`src/rtl/fir_filter_tap_sequencer_if.sv`:
```
// Sample handshake and tap/coeff RAM control bundle for fir_filter_tap_sequencer.
// Build with FIR_SEQ_DECIM_EN to add the decimation factor input.
interface fir_filter_tap_sequencer_if #(
  parameter int ADDR_WIDTH = 4,
  parameter int DATA_WIDTH = 32
);
  logic                  sample_valid_in;
  logic [DATA_WIDTH-1:0] sample_data_in;
  logic                  sample_ready_out;
  logic                  tap_wr_en_out;
  logic [ADDR_WIDTH-1:0] tap_wr_addr_out;
  logic [DATA_WIDTH-1:0] tap_wr_data_out;
  logic [ADDR_WIDTH-1:0] tap_rd_addr_out;
  logic [ADDR_WIDTH-1:0] coeff_rd_addr_out;
  logic                  mult_en_out;
  logic                  overwrite_out;
  logic                  output_valid_out;
  logic                  busy_out;
`ifdef FIR_SEQ_DECIM_EN
  logic [7:0]            decim_factor_in;

  // Sequencer side: drives RAM control and mult-stage flags.
  modport master (
    input  sample_valid_in, sample_data_in, decim_factor_in,
    output sample_ready_out, tap_wr_en_out, tap_wr_addr_out, tap_wr_data_out,
           tap_rd_addr_out, coeff_rd_addr_out, mult_en_out, overwrite_out,
           output_valid_out, busy_out
  );

  modport slave (
    output sample_valid_in, sample_data_in, decim_factor_in,
    input  sample_ready_out, tap_wr_en_out, tap_wr_addr_out, tap_wr_data_out,
           tap_rd_addr_out, coeff_rd_addr_out, mult_en_out, overwrite_out,
           output_valid_out, busy_out
  );
`else
  // Sequencer side: drives RAM control and mult-stage flags.
  modport master (
    input  sample_valid_in, sample_data_in,
    output sample_ready_out, tap_wr_en_out, tap_wr_addr_out, tap_wr_data_out,
           tap_rd_addr_out, coeff_rd_addr_out, mult_en_out, overwrite_out,
           output_valid_out, busy_out
  );

  modport slave (
    output sample_valid_in, sample_data_in,
    input  sample_ready_out, tap_wr_en_out, tap_wr_addr_out, tap_wr_data_out,
           tap_rd_addr_out, coeff_rd_addr_out, mult_en_out, overwrite_out,
           output_valid_out, busy_out
  );
`endif
endinterface

```
`src/rtl/fir_filter_tap_sequencer.sv`:
```
// Time-multiplexed tap/coeff address sequencer for a single-multiplier FIR datapath.
// Optional decimation (issue only every Nth sample) is enabled by defining FIR_SEQ_DECIM_EN.
module fir_filter_tap_sequencer #(
  parameter int NUM_TAPS   = 16,
  parameter int ADDR_WIDTH = 4,
  parameter int DATA_WIDTH = 32
) (
  input logic clk,
  input logic rst,
  fir_filter_tap_sequencer_if.master bus
);

  localparam int CLR_WIDTH = $clog2(NUM_TAPS + 1);
  localparam logic [CLR_WIDTH-1:0]  CLR_DONE  = CLR_WIDTH'(NUM_TAPS);
  localparam logic [ADDR_WIDTH-1:0] LAST_TAP  = ADDR_WIDTH'(NUM_TAPS - 1);
  localparam logic [ADDR_WIDTH:0]   WIDE_TAPS = (ADDR_WIDTH + 1)'(NUM_TAPS);

  typedef enum logic [1:0] {CLEAR, IDLE, WRITE, ISSUE} state_t;

  state_t                state;
  logic [CLR_WIDTH-1:0]  clr_cnt;
  logic [ADDR_WIDTH-1:0] wr_ptr;
  logic [ADDR_WIDTH-1:0] k;
  logic                  ready_q;
  logic                  wr_en_q;
  logic [ADDR_WIDTH-1:0] wr_addr_q;
  logic [DATA_WIDTH-1:0] wr_data_q;
  logic [ADDR_WIDTH-1:0] rd_addr_q;
  logic [ADDR_WIDTH-1:0] coeff_addr_q;
  logic                  mult_en_q;
  logic                  overwrite_q;
  logic                  output_valid_q;

`ifdef FIR_SEQ_DECIM_EN
  logic [7:0] dcnt;
  logic [7:0] decim_factor;
  logic       do_issue;

  assign decim_factor = (bus.decim_factor_in <= 8'd1) ? 8'd1 : bus.decim_factor_in;
`endif

  // Newest-first tap walk; the wide sum keeps ptr+NUM_TAPS from overflowing when 2**ADDR_WIDTH == NUM_TAPS.
  function automatic logic [ADDR_WIDTH-1:0] tap_addr(input logic [ADDR_WIDTH-1:0] ptr,
                                                     input logic [ADDR_WIDTH-1:0] idx);
    logic [ADDR_WIDTH:0] wide;
    if (idx > ptr) wide = {1'b0, ptr} + WIDE_TAPS - {1'b0, idx};
    else           wide = {1'b0, ptr} - {1'b0, idx};
    return wide[ADDR_WIDTH-1:0];
  endfunction

  function automatic logic [ADDR_WIDTH-1:0] next_ptr(input logic [ADDR_WIDTH-1:0] ptr);
    return (ptr == LAST_TAP) ? '0 : ptr + ADDR_WIDTH'(1);
  endfunction

  // Outputs are registered for the cycle the FSM is entering; flags trail their address cycle by one.
  always_ff @(posedge clk) begin
    if (rst) begin
      state          <= CLEAR;
      clr_cnt        <= '0;
      wr_ptr         <= '0;
      k              <= '0;
      ready_q        <= 1'b0;
      wr_en_q        <= 1'b0;
      wr_addr_q      <= '0;
      wr_data_q      <= '0;
      rd_addr_q      <= '0;
      coeff_addr_q   <= '0;
      mult_en_q      <= 1'b0;
      overwrite_q    <= 1'b0;
      output_valid_q <= 1'b0;
`ifdef FIR_SEQ_DECIM_EN
      dcnt           <= '0;
      do_issue       <= 1'b0;
`endif
    end else begin
      mult_en_q      <= (state == ISSUE);
      overwrite_q    <= (state == ISSUE) && (k == '0);
      output_valid_q <= (state == ISSUE) && (k == LAST_TAP);

      case (state)
        CLEAR: begin
          if (clr_cnt == CLR_DONE) begin
            wr_en_q <= 1'b0;
            ready_q <= 1'b1;
            state   <= IDLE;
          end else begin
            wr_en_q   <= 1'b1;
            wr_addr_q <= ADDR_WIDTH'(clr_cnt);
            wr_data_q <= '0;
            clr_cnt   <= clr_cnt + CLR_WIDTH'(1);
          end
        end

        IDLE: begin
          if (bus.sample_valid_in && ready_q) begin
            ready_q   <= 1'b0;
            wr_en_q   <= 1'b1;
            wr_addr_q <= wr_ptr;
            wr_data_q <= bus.sample_data_in;
            state     <= WRITE;
`ifdef FIR_SEQ_DECIM_EN
            do_issue  <= (dcnt == 8'd0);
            dcnt      <= (dcnt >= decim_factor - 8'd1) ? 8'd0 : dcnt + 8'd1;
`endif
          end
        end

        WRITE: begin
          wr_en_q <= 1'b0;
`ifdef FIR_SEQ_DECIM_EN
          if (do_issue) begin
            k            <= '0;
            rd_addr_q    <= wr_ptr;
            coeff_addr_q <= '0;
            state        <= ISSUE;
          end else begin
            wr_ptr  <= next_ptr(wr_ptr);
            ready_q <= 1'b1;
            state   <= IDLE;
          end
`else
          k            <= '0;
          rd_addr_q    <= wr_ptr;
          coeff_addr_q <= '0;
          state        <= ISSUE;
`endif
        end

        ISSUE: begin
          if (k == LAST_TAP) begin
            wr_ptr  <= next_ptr(wr_ptr);
            ready_q <= 1'b1;
            state   <= IDLE;
          end else begin
            k            <= k + ADDR_WIDTH'(1);
            coeff_addr_q <= k + ADDR_WIDTH'(1);
            rd_addr_q    <= tap_addr(wr_ptr, k + ADDR_WIDTH'(1));
          end
        end

        default: state <= CLEAR;
      endcase
    end
  end

  assign bus.sample_ready_out  = ready_q;
  assign bus.tap_wr_en_out     = wr_en_q;
  assign bus.tap_wr_addr_out   = wr_addr_q;
  assign bus.tap_wr_data_out   = wr_data_q;
  assign bus.tap_rd_addr_out   = rd_addr_q;
  assign bus.coeff_rd_addr_out = coeff_addr_q;
  assign bus.mult_en_out       = mult_en_q;
  assign bus.overwrite_out     = overwrite_q;
  assign bus.output_valid_out  = output_valid_q;
  assign bus.busy_out          = (state != IDLE) || mult_en_q || overwrite_q || output_valid_q;

endmodule

```
`src/flat_wrapper.sv`:
```
// flat-port wrapper written by rule: the top's interface ports become plain ports
module fir_filter_tap_sequencer_flat 
#(
  parameter int NUM_TAPS   = 16,
  parameter int ADDR_WIDTH = 4,
  parameter int DATA_WIDTH = 32
)
  (clk, rst, bus_sample_valid_in, bus_sample_data_in, bus_sample_ready_out, bus_tap_wr_en_out, bus_tap_wr_addr_out, bus_tap_wr_data_out, bus_tap_rd_addr_out, bus_coeff_rd_addr_out, bus_mult_en_out, bus_overwrite_out, bus_output_valid_out, bus_busy_out);
  fir_filter_tap_sequencer_if #(.ADDR_WIDTH(ADDR_WIDTH), .DATA_WIDTH(DATA_WIDTH)) bus_i ();
  input logic clk;
  input logic rst;
  input wire logic [$bits(bus_i.sample_valid_in)-1:0] bus_sample_valid_in;
  input wire logic [$bits(bus_i.sample_data_in)-1:0] bus_sample_data_in;
  output wire logic [$bits(bus_i.sample_ready_out)-1:0] bus_sample_ready_out;
  output wire logic [$bits(bus_i.tap_wr_en_out)-1:0] bus_tap_wr_en_out;
  output wire logic [$bits(bus_i.tap_wr_addr_out)-1:0] bus_tap_wr_addr_out;
  output wire logic [$bits(bus_i.tap_wr_data_out)-1:0] bus_tap_wr_data_out;
  output wire logic [$bits(bus_i.tap_rd_addr_out)-1:0] bus_tap_rd_addr_out;
  output wire logic [$bits(bus_i.coeff_rd_addr_out)-1:0] bus_coeff_rd_addr_out;
  output wire logic [$bits(bus_i.mult_en_out)-1:0] bus_mult_en_out;
  output wire logic [$bits(bus_i.overwrite_out)-1:0] bus_overwrite_out;
  output wire logic [$bits(bus_i.output_valid_out)-1:0] bus_output_valid_out;
  output wire logic [$bits(bus_i.busy_out)-1:0] bus_busy_out;
  assign bus_i.sample_valid_in = bus_sample_valid_in;
  assign bus_i.sample_data_in = bus_sample_data_in;
  assign bus_sample_ready_out = bus_i.sample_ready_out;
  assign bus_tap_wr_en_out = bus_i.tap_wr_en_out;
  assign bus_tap_wr_addr_out = bus_i.tap_wr_addr_out;
  assign bus_tap_wr_data_out = bus_i.tap_wr_data_out;
  assign bus_tap_rd_addr_out = bus_i.tap_rd_addr_out;
  assign bus_coeff_rd_addr_out = bus_i.coeff_rd_addr_out;
  assign bus_mult_en_out = bus_i.mult_en_out;
  assign bus_overwrite_out = bus_i.overwrite_out;
  assign bus_output_valid_out = bus_i.output_valid_out;
  assign bus_busy_out = bus_i.busy_out;
  fir_filter_tap_sequencer #(.NUM_TAPS(NUM_TAPS), .ADDR_WIDTH(ADDR_WIDTH), .DATA_WIDTH(DATA_WIDTH)) u_core (.clk(clk), .rst(rst), .bus(bus_i));
endmodule
```
`config.mk`:
```
export PLATFORM = sky130hd
export DESIGN_NAME = fir_filter_tap_sequencer_flat
export DESIGN_NICKNAME = d
export VERILOG_FILES = /design/src/rtl/fir_filter_tap_sequencer_if.sv /design/src/rtl/fir_filter_tap_sequencer.sv /design/src/flat_wrapper.sv
export SDC_FILE = /design/constraint.sdc
export NUM_CORES = 1
export LEC_CHECK = 0
export CORE_UTILIZATION = 30
export DETAILED_ROUTE_END_ITERATION = 16
export PLACE_DENSITY_LB_ADDON = 0.25
export SYNTH_ARGS = -nofsm -noshare
export SYNTH_HDL_FRONTEND = slang
export SYNTH_SLANG_ARGS = --single-unit
```
`constraint.sdc`:
```
create_clock -name clk -period 2.7 [get_ports clk]
set_input_delay 0.675 -clock clk [delete_from_list [all_inputs] [get_ports clk]]
set_output_delay 0.675 -clock clk [all_outputs]
set_load 0.01 [all_outputs]
```
==> results list <==
* Result of the run: finished, final reports clean
- In the synthesized netlist the dominant register cell turns out to be sky130_fd_sc_hd__dfxtp_1.
- Counting every net in the synthesized netlist gives around 360.
- Leftover overflow at the end of global routing: 0
- Of the total synthesized cell area, the portion taken by XOR and XNOR cells is under 10%.
- In the global route stage, overall resource usage came out at about 15%.
- Worst clock skew on the final layout: between 10 and 15 ps
- The H-tree generated during clock tree synthesis spans 3 levels.
* Unrepaired setup endpoints after global routing: no
- On the critical path the largest part of the delay comes from simple AND/OR/NAND/NOR gates.
* Aggregate negative setup slack: 0 ps
- In the final layout, the share of cells above drive strength 1 is under 10%.
- The share of total power dissipated in the clock network is between 20% and 30%.
- DR vias/cell: 4.90
- Mean area per synthesized cell: between 8 and 9 um^2
* Proportion of total power due to net switching: roughly two fifths
- Maximum number of pins on one net before global-route repair: a little over 40
* Post-Layout Inst Area: ~3900 um^2
* Nets: around 440
- The signal on the critical path passes through inv_1 -> ha_1 -> or4b_2 -> dlygate4sd2_1.
- Type of the worst min-delay path: flip-flop to flip-flop
- Number of buffers created by CTS: 9
- Number of buffers added for setup after CTS: 0
* Die Ht: about 97 um
* Post-synthesis cell area: between 2000 and 3000 um^2
- The worst setup path is of the flip-flop to output pin kind.
- After detailed routing, the total wire length is just under 7000 um.
- Area fraction in and, or, nand and nor cells after synthesis: between 20% and 30%
* CTS root buffer: sky130_fd_sc_hd__clkbuf_8
* Dpl ws: 312 ps
- Final HPWL DP: just under 5000 um
* Least-Margin Pin Slew: 714 ps
* Clock Path Buffers: 2
- Power Dens Cells: 854 nW/um^2
- Relative to the synthesized area, the layout overhead comes to 42.3%.
- Die Outline Area: between 9000 and 10000 um^2
- IR Drop Worst-Case VDD: 366 uV
* Rel. slew slack: about 52%
- Worst path bufs/invs: 2
* Number of global-route vias before repair: between 2k and 2.5k
- Per report_power, the sequential group accounts for 34.4% of the total.
- Diodes inserted: 0
- DRT iter0 DRCs: around 120
* Final WS setup: around 160 ps
- STA puts the critical path data required time at around 2000 ps.
* Total I/O pin count: 85
- Number of instances resized during post-cts repair: 1
* Largest family of logic cells by synthesized area: simple AND/OR/NAND/NOR gates
* Logic pwr share: 40.9%
* Yosys warning total: 0
* Share of cell area taken by muxes after synthesis: under 10%
- Static timing analysis puts the maximum clock frequency at 393 MHz.
- Clock tree synthesis found a total of 60 sinks.
* Post-synthesis sequential element count: 60
* Final worst path period share: a little over nine tenths
* Final ANT Viol Nets: 0
- Floorplan Core Area: around 8700 um^2
* Clock tree from TritonCTS: yes
- Complex-gate fraction of the synthesized area: about 16%
- For this design the static power due to leakage is roughly 0.0013 uW.
- Of all nets on the critical path, the largest fanout is 4.
- Final period demand of the worst path: between 2000 and 3000 ps
- Antenna violations before repair: 0
- The initial utilization of the core area, before any placement, comes to between 30% and 40%.
- In the final routed layout, each cell accounts on average for 13.8 um.
- The worst setup path is captured at an output pin.
- In the synthesized netlist, the number of instances is 313.
- The final route contains between 2k and 2.5k vias.
- Across the run, the number of max-cap violations was 0.
- Horizontal extent of the die: 97.0 um
- Sequential cells were found to cover between 40% and 50% of the synthesized design area.
- The later pin in the worst-skew pair is clocked with a latency of roughly 340 ps.
- Summing internal, switching and leakage power gives between 3000 and 4000 uW.
- Number of hold-slack violations in the final timing report: 0
* Detailed-routing iteration count for the pre-antenna-repair pass: 4
- Post-synthesis share of cell area spent on full adders, half adders and majority gates: under 10%
- In this run the power spent charging and discharging nets is 1270 uW.
- In the synthesized netlist the async set-or-reset flop fraction comes to 0%.
- Maximum single-stage delay on the critical path: between 500 and 600 ps
- Setup violations remaining at the end of the flow were counted as 0.
- The number of max-slew violations in the final report came to 0.
- Unique masters post-synth: 46
- Input and output buffers added on the ports amount to 84.
- Data on the critical path arrives at its endpoint at roughly 1900 ps.
* Cell with the largest stage delay on the worst path: sky130_fd_sc_hd__or4b_2
* Final RePlAce weighted congestion: between 0.7 and 0.8
- Worst-path clk slew: 70 ps
- Remaining design rule violation count: 0
- The worst setup path is launched from a flip-flop.
- Summing all placed instances gives a cell area of approximately 3700 um^2.
- Cell internal pwr: between 2000 and 2500 uW
- Global-route wire length before repair: 11600 um
- Buffers inserted to repair hold after CTS numbered 0.
- Number of flops mapped to enable cells by yosys: 0
* Rows: 34
## power by group through the flow
stage          Clock, uW  Combinational [uW]  Sequential (uW)
3_5_place_dp           0                1360             1150
3_3_place_gp           0                1340             1150
5_1_grt              882                1480             1150
4_1_cts              842                1360             1130
6_report             812                1350             1130
2_1_floorplan          0                 789             1180
## tightest hold or removal path, delay by kind of cell, from the launching register on
kind | cells | cell delay [ps]
AOI/OAI and AO/OA | 1 | 50
DFF | 1 | 310
and+or+nand+nor | 1 | 50
## registers in the layout (all words and copies together) (netlist names)
| signal | flops |
|---|---|
| u_core.bus.overwrite_out | 1 |
| u_core.state | 2 |
| u_core.bus.tap_rd_addr_out | 4 |
| u_core.bus.mult_en_out | 1 |
| u_core.bus.output_valid_out | 1 |
| u_core.bus.tap_wr_en_out | 1 |
| u_core.k | 4 |
| u_core.bus.tap_wr_data_out | 32 |
| u_core.wr_ptr | 4 |
| u_core.bus.tap_wr_addr_out | 4 |
| u_core.clr_cnt | 5 |
| u_core.bus.sample_ready_out | 1 |
## logic make-up after synthesis
group	after synthesis
muxes	6
DFF	60
buffers and inverters	33
adders and majority gates	14
xor gates and xnor gates	9
AOI/OAI and AO/OA	68
and+or+nand+nor	123
## cell type report
class                           instances  area [um^2]
Clock buffer                            9          124
Sequential cell                        60         1200
Inverter                               11         41.3
Clock inverter                          7         76.3
Tap cell                              108          135
Fill cell                             842         4860
Multi-Input combinational cell        220         1380
Timing Repair Buffer                   91          900
## cells in the final DEF (no fill, tap or decap), types with 2 or more instances in the layout
cell,n
sky130_fd_sc_hd__mux2i_1,6
sky130_fd_sc_hd__dfxtp_1,60
sky130_fd_sc_hd__a211oi_1,8
sky130_fd_sc_hd__nand2_1,42
sky130_fd_sc_hd__inv_1,11
sky130_fd_sc_hd__clkinv_4,2
sky130_fd_sc_hd__buf_4,6
sky130_fd_sc_hd__o21ai_1,2
sky130_fd_sc_hd__o21ai_0,2
sky130_fd_sc_hd__xor2_1,6
sky130_fd_sc_hd__xnor2_1,2
sky130_fd_sc_hd__a311oi_1,3
sky130_fd_sc_hd__nand2b_1,3
sky130_fd_sc_hd__nor2_1,20
sky130_fd_sc_hd__a21oi_1,43
sky130_fd_sc_hd__nand4_1,5
sky130_fd_sc_hd__nand3_1,38
sky130_fd_sc_hd__clkdlybuf4s50_1,82
sky130_fd_sc_hd__ha_1,13
sky130_fd_sc_hd__clkinvlp_4,2
sky130_fd_sc_hd__nor3_1,2
sky130_fd_sc_hd__clkbuf_8,9
## worst paths after layout
| path | depth (start not counted) | startpoint | end | slack [ps] |
|---|---|---|---|---|
| max reg2reg | 8 | u_core.state[1] | u_core.bus.tap_wr_data_out[20] | 330 |
| max | 4 | u_core.state[1] | bus_busy_out | 160 |
| min reg2reg | 2 | u_core.bus.tap_wr_data_out[6] | u_core.bus.tap_wr_data_out[6] | 450 |
| min | 2 | u_core.bus.tap_wr_data_out[6] | u_core.bus.tap_wr_data_out[6] | 450 |
## synth_stat cells, types with 2 or more instances
library cell               number  share of area (%)
sky130_fd_sc_hd__nand4_1        5                1.2
sky130_fd_sc_hd__mux2i_1        6                2.2
sky130_fd_sc_hd__buf_2          8                1.5
sky130_fd_sc_hd__a21oi_1       43                7.9
sky130_fd_sc_hd__nor3_1         2               0.37
sky130_fd_sc_hd__nand3_1       38                7.0
sky130_fd_sc_hd__o21ai_0        2               0.37
sky130_fd_sc_hd__a211oi_1       8                2.2
sky130_fd_sc_hd__nor2_1        20                2.8
sky130_fd_sc_hd__xnor2_1        2               0.65
sky130_fd_sc_hd__nand2b_1       3               0.69
sky130_fd_sc_hd__inv_1         11                1.5
sky130_fd_sc_hd__ha_1          13                6.0
sky130_fd_sc_hd__buf_1          5               0.69
sky130_fd_sc_hd__dfxtp_1       60                 44
sky130_fd_sc_hd__o21ai_1        2               0.37
sky130_fd_sc_hd__xor2_1         6                1.9
sky130_fd_sc_hd__a311oi_1       3               0.97
sky130_fd_sc_hd__clkbuf_1       8                1.1
sky130_fd_sc_hd__nand2_1       42                5.8
## layer usage
metal | vias up | GRT usage (%) | part of all wire (%)
li1 | 1248 | - | -
met1 | 1158 | 19.9 | 48
met2 | 64 | 23.3 | 45
met3 | 10 | 4.34 | 4.9
met4 | 0 | 6.31 | 1.8
met5 | - | 0 | 0
## metrics by stage
step                      hold slack, ps  instances  utilization [%]
after global placement               438        490             41.9
final                                452        506             44.2
after global routing                 477        506             44.2
after CTS                            456        506             44.2
after floorplan                      476        313                -
after detailed placement             445        490             41.9
Power figures use the tool's default switching activity.
